--- src/rtl/mux_arb_pkg.sv ---
// rtl/mux_arb_pkg.sv - shared types and index arithmetic for the result-bus multiplexer
//
// Purpose : channel-selection mode encoding and the rotate-and-priority-encode
//           helper used by the round-robin arbiter.
// Contents: mux_mode_t, MAX_IN, rr_pick()
package mux_arb_pkg;

  typedef enum logic {
    MODE_FIXED = 1'b0,
    MODE_RR    = 1'b1
  } mux_mode_t;

  // Widest channel count the helper is written for (4-bit index).
  localparam int MAX_IN = 16;

  // Returns {found, idx}: the first set bit of req[n-1:0] when searching
  // upward from (ptr+1) mod n with wrap-around.  The loop runs from the
  // farthest candidate to the nearest so the nearest one is written last.
  function automatic logic [4:0] rr_pick(input logic [MAX_IN-1:0] req,
                                         input logic [3:0]        ptr,
                                         input int                n);
    logic [4:0] res;
    logic [3:0] idx;
    res = '0;
    for (int k = MAX_IN; k >= 1; k--) begin
      if (k <= n) begin
        idx = 4'((int'(ptr) + k) % n);
        if (req[idx]) res = {1'b1, idx};
      end
    end
    return res;
  endfunction

endpackage

--- src/rtl/rr_arbiter.sv ---
// rtl/rr_arbiter.sv - combinational round-robin arbiter
//
// Purpose : grants the first requesting channel after the last-served one.
// Ports   : req       [N_IN]  per-channel request
//           ptr       [SEL_W] index of the last-served channel
//           grant     [N_IN]  one-hot grant (zero when nothing requests)
//           grant_idx [SEL_W] index of the granted channel
//           any_grant         a channel is granted
module rr_arbiter
  import mux_arb_pkg::*;
#(
  parameter  int N_IN  = 8,
  localparam int SEL_W = $clog2(N_IN)
) (
  input  logic [N_IN-1:0]  req,
  input  logic [SEL_W-1:0] ptr,
  output logic [N_IN-1:0]  grant,
  output logic [SEL_W-1:0] grant_idx,
  output logic             any_grant
);

  logic [4:0] pick;

  assign pick      = rr_pick(MAX_IN'(req), 4'(ptr), N_IN);
  assign any_grant = pick[4];
  assign grant_idx = SEL_W'(pick[3:0]);

  always_comb begin
    grant = '0;
    for (int i = 0; i < N_IN; i++) begin
      grant[i] = any_grant && (grant_idx == SEL_W'(i));
    end
  end

endmodule

--- src/rtl/mux_arb_reg.sv ---
// rtl/mux_arb_reg.sv - N-input valid/ready multiplexer with registered output
//
// Purpose : forwards one of N_IN channels to a single registered output,
//           chosen by software select (fixed) or round-robin arbitration.
// Ports   : clk, rst_n           clock, asynchronous active-low reset
//           in_data  [N_IN*WIDTH] packed channel data, channel i at [i*WIDTH +: WIDTH]
//           in_valid [N_IN]       per-channel valid
//           in_ready [N_IN]       per-channel ready, one-hot or zero
//           mode                  0 fixed select, 1 round-robin
//           sel      [SEL_W]      channel used in fixed mode
//           out_data [WIDTH]      registered word
//           out_valid             out_data holds a word
//           out_ready             downstream accepts the word
//           out_src  [SEL_W]      channel that produced out_data
module mux_arb_reg
  import mux_arb_pkg::*;
#(
  parameter  int WIDTH = 8,
  parameter  int N_IN  = 8,
  localparam int SEL_W = $clog2(N_IN)
) (
  input  logic                  clk,
  input  logic                  rst_n,
  input  logic [N_IN*WIDTH-1:0] in_data,
  input  logic [N_IN-1:0]       in_valid,
  output logic [N_IN-1:0]       in_ready,
  input  logic                  mode,
  input  logic [SEL_W-1:0]      sel,
  output logic [WIDTH-1:0]      out_data,
  output logic                  out_valid,
  input  logic                  out_ready,
  output logic [SEL_W-1:0]      out_src
);

  logic [SEL_W-1:0] rr_ptr;
  logic [N_IN-1:0]  rr_grant;
  logic [SEL_W-1:0] rr_idx;
  logic             rr_any;
  logic [N_IN-1:0]  fix_grant;
  logic [N_IN-1:0]  grant;
  logic [SEL_W-1:0] win_src;
  logic             win_any;
  logic [WIDTH-1:0] win_data;
  logic             is_rr;
  logic             load;
  logic             xfer;

  rr_arbiter #(.N_IN(N_IN)) u_rr (
    .req       (in_valid),
    .ptr       (rr_ptr),
    .grant     (rr_grant),
    .grant_idx (rr_idx),
    .any_grant (rr_any)
  );

  // A sel value at or beyond N_IN matches no channel, so it grants nothing.
  always_comb begin
    fix_grant = '0;
    for (int i = 0; i < N_IN; i++) begin
      fix_grant[i] = in_valid[i] && (sel == SEL_W'(i));
    end
  end

  assign is_rr   = (mux_mode_t'(mode) == MODE_RR);
  assign grant   = is_rr ? rr_grant : fix_grant;
  assign win_src = is_rr ? rr_idx   : sel;
  assign win_any = is_rr ? rr_any   : |fix_grant;

  always_comb begin
    win_data = '0;
    for (int i = 0; i < N_IN; i++) begin
      if (grant[i]) win_data = in_data[i*WIDTH +: WIDTH];
    end
  end

  // The register can take a word when empty or when its current word drains.
  assign load = !out_valid || out_ready;
  assign xfer = load && win_any;

  // Gated by rst_n so no source sees a handshake while the block is held in reset.
  assign in_ready = (rst_n && load) ? grant : '0;

  always_ff @(posedge clk or negedge rst_n) begin
    if (!rst_n) begin
      out_valid <= 1'b0;
      out_data  <= '0;
      out_src   <= '0;
      rr_ptr    <= SEL_W'(N_IN - 1);
    end else if (xfer) begin
      out_valid <= 1'b1;
      out_data  <= win_data;
      out_src   <= win_src;
      if (is_rr) rr_ptr <= win_src;
    end else if (out_ready) begin
      out_valid <= 1'b0;
    end
  end

endmodule

--- config.mk ---
export PLATFORM = sky130hd
export DESIGN_NAME = mux_arb_reg
export DESIGN_NICKNAME = d
export VERILOG_FILES = /design/src/rtl/mux_arb_pkg.sv /design/src/rtl/rr_arbiter.sv /design/src/rtl/mux_arb_reg.sv
export SDC_FILE = /design/constraint.sdc
export NUM_CORES = 1
export LEC_CHECK = 0
export ABC_AREA = 0
export CAP_MARGIN = 10
export CORE_ASPECT_RATIO = 1.5
export CORE_MARGIN = 2
export CORE_UTILIZATION = 45
export CTS_CLUSTER_DIAMETER = 100
export DETAILED_ROUTE_END_ITERATION = 10
export GPL_ROUTABILITY_DRIVEN = 1
export HOLD_SLACK_MARGIN = 0.08
export PLACE_DENSITY = 0.81
export RECOVER_POWER = 50
export SYNTH_ARGS = -nofsm -noshare
export SYNTH_HDL_FRONTEND = slang
export SYNTH_SLANG_ARGS = --single-unit
export TNS_END_PERCENT = 5
--- constraint.sdc ---
create_clock -name clk -period 4.8 [get_ports clk]
set_input_delay 0.48 -clock clk [delete_from_list [all_inputs] [get_ports clk]]
set_output_delay 0.48 -clock clk [all_outputs]
set_load 0.03 [all_outputs]
==> results of run 1 <==
==> sequential cells by signal, summed over array words and instances (netlist names) <==
name and flops:
out_data 8, out_src 3, out_valid 1, rr_ptr 3
==> Yosys cell counts (all sizes together) (3+ instances only) <==
library cell,instances
clkbuf,9
a221oi,4
nand2b,4
and2,11
nand3,9
mux2i,13
mux2,10
a211oi,6
a21oi,10
o41a,8
dfstp,3
nor2,17
o221ai,11
mux4,13
and2b,7
inv,8
o21ai,12
o22ai,11
a22oi,16
dfrtp,12
nand2,40
buf,19
nor2b,10
o31ai,7
==> through the flow <==
stage / utilization, % / hold slack, ns
6_report: 63.1 / 0.497
5_1_grt: 63.1 / 0.537
4_1_cts: 63.1 / 0.509
3_5_place_dp: 62.3 / 0.499
3_3_place_gp: 62.3 / 0.476
2_1_floorplan: - / 0.184
==> tightest hold or removal path: cells and delay by family, from the launching register on <==
family          cells  cell delay, ns
compound gates      1            0.07
flops               1            0.35
simple gates        1            0.05
==> power groups by stage <==
stage          clock (mW)  combinational [mW]  sequential, mW
2_1_floorplan           0                1.74           0.325
3_3_place_gp            0                2.24           0.257
3_5_place_dp            0                2.28           0.254
4_1_cts             0.106                2.29           0.254
5_1_grt             0.114                2.47           0.262
6_report            0.105                2.30           0.254
==> cell families (layout without fill, tap and decap cells) <==
group           Yosys count  in the layout  synth area share (%)
simple gates            107            107                  20.1
compound gates          103            103                  34.6
mux                      36             36                  20.9
buf+inv                  36            117                  8.14
flops                    15             15                  14.1
xor+xnor                  3              3                  1.26
fa+ha+maj                 2              2                 0.930
==> per-layer routing <==
metal	vias up	global-route usage [%]	part of all wire [%]
met1	1309	30.6	35
met5	-	0	0
met4	0	13.3	4.5
met2	176	48.2	53
li1	1338	-	-
met3	36	4.91	8.2
==> final timing paths <==
| check | end | slack [ns] | cells after the start |
|---|---|---|---|
| setup / recovery | in_ready[1] | 0.18 | 11 |
| hold / removal | out_src[0] | 0.50 | 2 |
| min in group asynchronous | out_data[3] | 0.89 | 2 |
| hold reg to reg | out_src[0] | 0.50 | 2 |
| setup reg to reg | out_data[5] | 0.53 | 13 |
| max in group asynchronous | out_data[0] | 3.33 | 2 |
==> layout make-up <==
| class | count | share of cell area (%) |
|---|---|---|
| inverters | 8 | 0.823 |
| multi-input cells | 251 | 57.4 |
| clock buffers | 4 | 1.23 |
| well taps | 72 | 2.47 |
| flip-flops and latches | 15 | 10.4 |
| repair buffers | 105 | 27.7 |
==> repair_timing <==
| item | CTS | global route |
|---|---|---|
| endpoints found under the setup margin | 0 | 5 |
| resized for setup | 0 | 1 |
| hold buffers | 0 | 0 |
==> metrics.md, run 1 <==
| Metric | Value |
|---|---|
| Fin crit period | 4.62 ns |
| Count of final max-slew check failures | 0 |
| Global-route wire length before repair | about 14000 um |
| Int Pwr | approximately 1.2 mW |
| Cell Chain, Critical Path | inv_1, ha_2, mux4_2, a221oi_1, nor2_1, o32a_1, o2bb2a_4, a21o_1, o31ai_4, nor2b_1, buf_4 |
| FF+latch count, synth | 15 |
| Critical Path Source | rr_ptr[1] |
| Post-synthesis sequential area ratio | around 14% |
| Worst setup slack after layout | 0.175 ns |
| Status | finished clean |
| # fillers | approximately 490 |
| Fmax | ~220 MHz |
| Crit-path slowest cell | dfstp_2 |
| Synth-to-layout area growth | 35.6% |
| Setup Skew | approximately 0.0082 ns |
| CTS tree | yes |
| Req. time, crit path | 4.32 ns |
| Pre-CTS setup slack | between 0.2 and 0.3 ns |
| Via count | 2859 |
| GR Overflow Total | 0 |
| Die Span X | roughly 67 um |
| Clk pwr share | 4.0% |
| R2R Path Start | rr_ptr[1] |
| Post-CTS setup buffer count | 0 |
| Dominant cell type by area after synthesis | dfrtp_1 |
| Worst path arrival time | around 4.1 ns |
| I/O Pins | 99 |
| Reg clk slew, reported paths | roughly 0.07 ns |
| Synth Net Count | 383 |
| Family with the most delay on the worst path | compound AO/OA/AOI/OAI gates |
| Largest net degree at the start of global routing | 23 |
| Overall routed net length | 8860 um |
| Post-Layout Cell Count | around 460 |
| NetSw | between 1 and 1.5 mW |
| Setup_tns | 0 ns |
| Yosys top cell area share | 11.2% |
| Final ANT Viol Nets | 0 |
| Synth area leaders | dfrtp_1 11%, mux4_2 7.5%, nand2_1 5.4%, mux2i_1 4.5%, a22oi_1 4.5% |
| H-tree Lvls | 1 |
| Max-slew headroom | 36.9% |
| Worst Setup Path Type | flip-flop to output port |
| Placed Instance Area | between 0.003 and 0.004 mm2 |
| Die H | 98.7 um |
| Worst-Skew Late Latency | 0.25 ns |
| Initial Util | a little under half |
| Total GRT Usage | between 20% and 30% |
| Most common cell after layout, fill and taps aside | clkdlybuf4s50_1 |
| Initial antenna violation count | 0 |
| Sequential share of power | 9.5% |
| Register area | about 380 um2 |
| Number of global-route vias before repair | approximately 2800 |
| Final worst path period share | 96.4% |
| CP bufs+invs | 2 |
| Fraction of final layout cells sized beyond drive strength 1 | roughly 17% |
| Pre-antenna DRT Iters | 5 |
| Largest vdd supply drop | about 0.35 mV |
| Worst setup SP type | flip-flop |
| Distinct cell type count after synthesis | 66 |
| Die area | around 0.0066 mm2 |
| Worst-path fanout max | 12 |
| DR DRC count | 0 |
| I/O Buffers | slightly below 100 |
| Area of all placed cells without fillers | 0.00365 mm2 |
| Warnings from Yosys | 0 |
| Post-placement cell count | between 400 and 500 |
| Hold WC Path Type | flip-flop to flip-flop |
| Slew @ Worst Pin | ~0.95 ns |
| Hold Crit Start | out_src[0] |
| Post-synthesis cell count | 302 |
| Ys async rst share | between 90% and 100% |
| Final setup viols | 0 |
| Power share of the combinational group | 86.5% |
| DP HPWL | just under 7000 um |
| # rows | 34 |
| Crit path largest cell delay | 0.53 ns |
| # clock sinks | 15 |
| RSZ-0062 raised after global routing | no |
| Mapped cell area | about 0.0027 mm2 |
| Tot Pwr | between 2 and 3 mW |
| ANT cells | 0 |
| EDFF count, synth | 0 |
| Num CTS Buffers | 3 |
| Via density | 6.28 |
| Max cap viols | 0 |
| Initial DRC Count | 430 |
| Per-cell routed wire length | roughly 20 um |
| LEAKAGE | between 1 and 1.5 nW |
| Footprint of the multi-input gates | 0.00210 mm2 |
| NumNets Final | ~470 |
| Core Footprint | a little under 0.006 mm2 |
| Most frequent cells in the layout | 79 x clkdlybuf4s50_1, 39 x nand2_1, 16 x nor2_1, 16 x a22oi_1, 14 x buf_4 |
| Post-Syn Area per Cell | roughly 9 um2 |
| Clk root buf | clkbuf_8 |
| Endpoint class of the critical path | output port |
| Switching Fraction | between 50 and 60% |
| Power Density | 728 mW/mm2 |
| Hold Vio Cnt, Final | 0 |
| Gp weighted congestion | between 0.9 and 1 |
| CTS Buffer Depth | 2 |
| Ys flop type | dfrtp_1 |
Note: power is estimated with default switching activity, not from simulation.
==> run 2: changes to the inputs <==
Settings changed: PLACE_DENSITY 0.81 to 0.8.
Clock period 4.8 ns to 4.6 ns, I/O delays scaled along.
==> metrics.md, run 2 (same netlist as run 1, synthesis figures left out) <==
| Metric | Value |
|---|---|
| Global-route wire length before repair | around 14000 um |
| Pre-CTS setup slack | ~0.36 ns |
| Worst setup SP type | flip-flop |
| Slew @ Worst Pin | around 0.5 ns |
| Fin crit period | 4.42 ns |
| Die area | 0.00663 mm2 |
| Initial DRC Count | 253 |
| Final ANT Viol Nets | 0 |
| Worst setup slack after layout | around 0.18 ns |
| Core Footprint | slightly below 0.006 mm2 |
| Reg clk slew, reported paths | roughly 0.060 ns |
| Largest vdd supply drop | approximately 0.39 mV |
| Gp weighted congestion | between 0.8 and 0.9 |
| # rows | 34 |
| Max cap viols | 0 |
| CTS tree | yes |
| CTS Buffer Depth | 2 |
| Max-slew headroom | ~67% |
| DR DRC count | 0 |
| Placed Instance Area | between 0.003 and 0.004 mm2 |
| Worst Setup Path Type | flip-flop to output port |
| Hold slack final | between 0.5 and 0.6 ns |
| Largest net degree at the start of global routing | 24 |
| Setup Skew | 0.00287 ns |
| Pre-antenna DRT Iters | 5 |
| GR Overflow Total | 0 |
| Max reg flops | 8 |
| Clk root buf | clkbuf_8 |
| Num CTS Buffers | 3 |
| Post-Layout Cell Count | approximately 460 |
| Per-cell routed wire length | 19.8 um |
| ANT cells | 0 |
| I/O Pins | a little under 100 |
| RSZ-0062 raised after global routing | no |
| # clock sinks | 15 |
| Hold Path Depth | 1 |
| Worst path arrival time | roughly 4.0 ns |
| Final setup viols | 0 |
| Via count | 2894 |
| Worst-Skew Late Latency | roughly 0.25 ns |
| Most common cell after layout, fill and taps aside | clkdlybuf4s50_1 |
| Via density | between 6 and 7 |
| Setup_tns | 0 ns |
| Die H | ~99 um |
| Most frequent cells in the layout | 80 x clkdlybuf4s50_1, 39 x nand2_1, 22 x buf_4 |
| Tot Pwr | between 2 and 3 mW |
| Hold Buf Count CTS | 0 |
| Register with the most flip-flops | out_data |
| Worst-path fanout max | 17 |
| I/O Buffers | between 90 and 100 |
| Post-CTS setup buffer count | 0 |
| Post_cts resized | 0 |
| Total GRT Usage | 28.3% |
| Die Span X | around 67 um |
| Power Density | between 700 and 800 mW/mm2 |
| Status | finished clean |
| Synth-to-layout area growth | 37.9% |
| Final core occ | between 60 and 70% |
| Initial antenna violation count | 0 |
| Number of global-route vias before repair | just under 3000 |
| Area of all placed cells without fillers | 0.00371 mm2 |
| H-tree Lvls | 1 |
| Largest registers | out_data x8, out_src x3, rr_ptr x3 |
| Endpoint class of the critical path | output port |
| Initial Util | 46.5% |
| Post-placement cell count | approximately 460 |
| NumNets Final | approximately 470 |
| Fraction of final layout cells sized beyond drive strength 1 | 18.2% |
| Count of final max-slew check failures | 0 |
| LEAKAGE | roughly 1.4 nW |
| Worst R2R Path Depth | 12 |
| Req. time, crit path | between 4 and 5 ns |
| Overall routed net length | around 9200 um |
| Final worst path period share | a little over nine tenths |
| Hold Vio Cnt, Final | 0 |
| Fmax | between 200 and 250 MHz |
| Hold WC Path Type | flip-flop to flip-flop |
| DP HPWL | ~7400 um |
==> run 2: changes by cell type in the layout (fill, tap and decap cells not counted), sizes merged <==
cell / previous run / this run
buf: 14 / 22
clkbuf: 5 / 4
clkdlybuf4s50: 79 / 80
dlygate4sd3: 11 / 10
==> run 2: layer usage <==
layer	part of all wire, %	global-route usage (%)	wire (um)
met1	33	29.0	3060
met5	0	0	0
met4	3.2	10.2	294
met2	59	55.4	5390
met3	4.6	3.77	421
==> run 2: final cells by class <==
class	count	area, um2
Timing Repair Buffer	112	1070
Sequential cell	15	379
Clock buffer	4	45.0
Multi-Input combinational cell	251	2100
Fill cell	505	2070
Inverter	8	30.0
Tap cell	72	90.1
==> run 2: report_power, final <==
part / internal, mW / total, mW / switching (mW) / leakage, nW
clock: 0.0615 / 0.111 / 0.0491 / 0.0228
sequential: 0.208 / 0.268 / 0.0600 / 0.176
combinational: 1.05 / 2.49 / 1.43 / 1.23
==> run 2: critical path, stage by stage, from the launching register on <==
cell and delay (ns):
dfstp_2 0.53, inv_1 0.05, ha_1 0.48, mux2_2 0.40, mux2_4 0.27, o211a_1 0.23
o311ai_2 0.29, a211oi_2 0.15, or3_1 0.53, o31a_4 0.48, nor2_1 0.13, buf_4 0.17
==> run 2: worst paths after layout <==
kind / endpoint / slack (ns) / start
worst max-delay path: in_ready[6] / 0.18 / rr_ptr[1]
worst min-delay path: out_src[1] / 0.51 / out_src[1]
worst max register to register: out_data[7] / 0.53 / rr_ptr[1]
worst min register to register: out_src[1] / 0.51 / out_src[1]
max in group asynchronous: rr_ptr[1] / 3.76 / rst_n
min in group asynchronous: out_data[0] / 0.59 / rst_n
==> run 3: changes to the inputs <==
Settings changed: CORE_UTILIZATION 45 to 46, PLACE_DENSITY 0.8 to 0.81.
==> metrics.md, run 3 (same netlist as run 1, synthesis figures left out) <==
| Metric | Value |
|---|---|
| Hold WC Path Type | flip-flop to flip-flop |
| Endpoint class of the critical path | output port |
| DR DRC count | 0 |
| Largest registers | out_data x8, out_src x3, rr_ptr x3 |
| Per-cell routed wire length | approximately 20 um |
| Critical Path Source | rr_ptr[1] |
| LEAKAGE | between 1 and 1.5 nW |
| Register with the most flip-flops | out_data |
| Tot Pwr | around 2.9 mW |
| Post-placement cell count | approximately 460 |
| Pre-CTS setup slack | ~0.26 ns |
| Die Span X | around 66 um |
| Most frequent cells in the layout | 79 x clkdlybuf4s50_1, 39 x nand2_1, 28 x buf_4 |
| Post-Layout Cell Count | about 470 |
| Via count | between 2000 and 3000 |
| DP HPWL | around 7600 um |
| Die H | between 90 and 100 um |
| Die area | 0.00649 mm2 |
| CTS tree | yes |
| Total GRT Usage | between 20% and 30% |
| Hold slack final | just under 0.5 ns |
| Final setup viols | 0 |
| Worst setup slack after layout | around 0.28 ns |
| Status | finished clean |
| Reg clk slew, reported paths | around 0.070 ns |
| Fmax | about 230 MHz |
| Placed Instance Area | ~0.0037 mm2 |
| Initial antenna violation count | 0 |
| Largest net degree at the start of global routing | 23 |
| Largest vdd supply drop | 0.360 mV |
| Area of all placed cells without fillers | about 0.0038 mm2 |
| Gp weighted congestion | between 0.9 and 1 |
| Initial DRC Count | 321 |
| ANT cells | 0 |
| Hold Vio Cnt, Final | 0 |
| Setup Skew | approximately 0.0075 ns |
| Synth-to-layout area growth | 39.9% |
| Setup_tns | 0 ns |
| Req. time, crit path | about 4.1 ns |
| Count of final max-slew check failures | 0 |
| Hold Buf Count CTS | 0 |
| Max cap viols | 0 |
| Worst Setup Path Type | flip-flop to output port |
| I/O Buffers | just under 100 |
| Number of global-route vias before repair | between 2000 and 3000 |
| Final core occ | 65.6% |
| H-tree Lvls | 1 |
| CTS Buffer Depth | 2 |
| R2r setup slk | roughly 0.52 ns |
| Global-route wire length before repair | ~15000 um |
| NumNets Final | between 400 and 500 |
| Clk root buf | clkbuf_8 |
| Max reg flops | 8 |
| Core Footprint | approximately 0.0057 mm2 |
| Via density | around 6.3 |
| Critical Path Sink | in_ready[6] |
| Worst R2R Path Depth | 14 |
| Worst-Skew Late Latency | 0.25 ns |
| RSZ-0062 raised after global routing | no |
| GR Overflow Total | 0 |
| Initial Util | 46.9% |
| R2R Path Start | rr_ptr[1] |
| Worst flop-to-flop path endpoint | out_data[7] |
| Max-slew headroom | 38.3% |
| Overall routed net length | approximately 9300 um |
| Final ANT Viol Nets | 0 |
| Fin crit period | between 4 and 5 ns |
| Power Density | between 700 and 800 mW/mm2 |
| Num CTS Buffers | 3 |
| Worst path arrival time | 3.86 ns |
| # clock sinks | 15 |
| I/O Pins | ~100 |
| Worst setup SP type | flip-flop |
| Worst-path fanout max | 17 |
| Slew @ Worst Pin | ~0.93 ns |
| Most common cell after layout, fill and taps aside | clkdlybuf4s50_1 |
| Pre-antenna DRT Iters | 4 |
| Fraction of final layout cells sized beyond drive strength 1 | around 20% |
| Final worst path period share | 93.9% |
| # rows | 34 |
[run 3: cell types whose count changed in the layout (fill, tap and decap cells not counted), sizes merged]
cell,delta
dlygate4sd3,+1
clkinv,+1
clkdlybuf4s50,-1
buf,+6
[run 3: power by group]
part	leakage, nW	internal (mW)	total [mW]	switching, mW
clock network	0.0255	0.0601	0.112	0.0519
logic	1.26	1.10	2.52	1.42
registers	0.176	0.208	0.270	0.0622
total	1.47	1.37	2.90	1.53
[run 3: final cells by class]
type	instances	area [um2]
clock buffer	3	41.3
clock inverter	1	5.00
fill	486	1980
inverter	8	30.0
multi-input combinational	251	2110
sequential	15	379
tap	72	90.1
timing repair buffer	119	1110
[run 3: layer usage]
metal	part of all wire, %	track usage, %	vias up
met1	35	32.0	1368
li1	-	-	1368
met5	0	0	-
met3	7.6	4.06	38
met4	7.2	19.2	0
met2	51	50.2	185
[run 3: repair_timing]
item,CTS,global route
setup buffers,0,6
gates resized for setup,0,2
endpoints found under the setup margin,0,4
[run 3: worst min path at each step]
stage | from | cells past startpoint | endpoint
3_5_place_dp | out_src[0] | 2 | out_src[0]
6_report | out_src[0] | 2 | out_src[0]
3_3_place_gp | out_src[0] | 2 | out_src[0]
4_1_cts | out_src[0] | 2 | out_src[0]
2_1_floorplan | rst_n | 0 | out_data[0]
5_1_grt | out_src[2] | 2 | out_src[2]
[run 3: critical path, stage by stage (launching register included)]
cell	delay, ns
dfstp_2	0.53
inv_1	0.07
ha_4	0.33
buf_4	0.15
mux2i_1	0.38
nand3_1	0.18
o211a_1	0.19
o311ai_2	0.30
a211oi_2	0.16
or3_1	0.53
o31a_4	0.47
nor2_1	0.13
buf_4	0.18
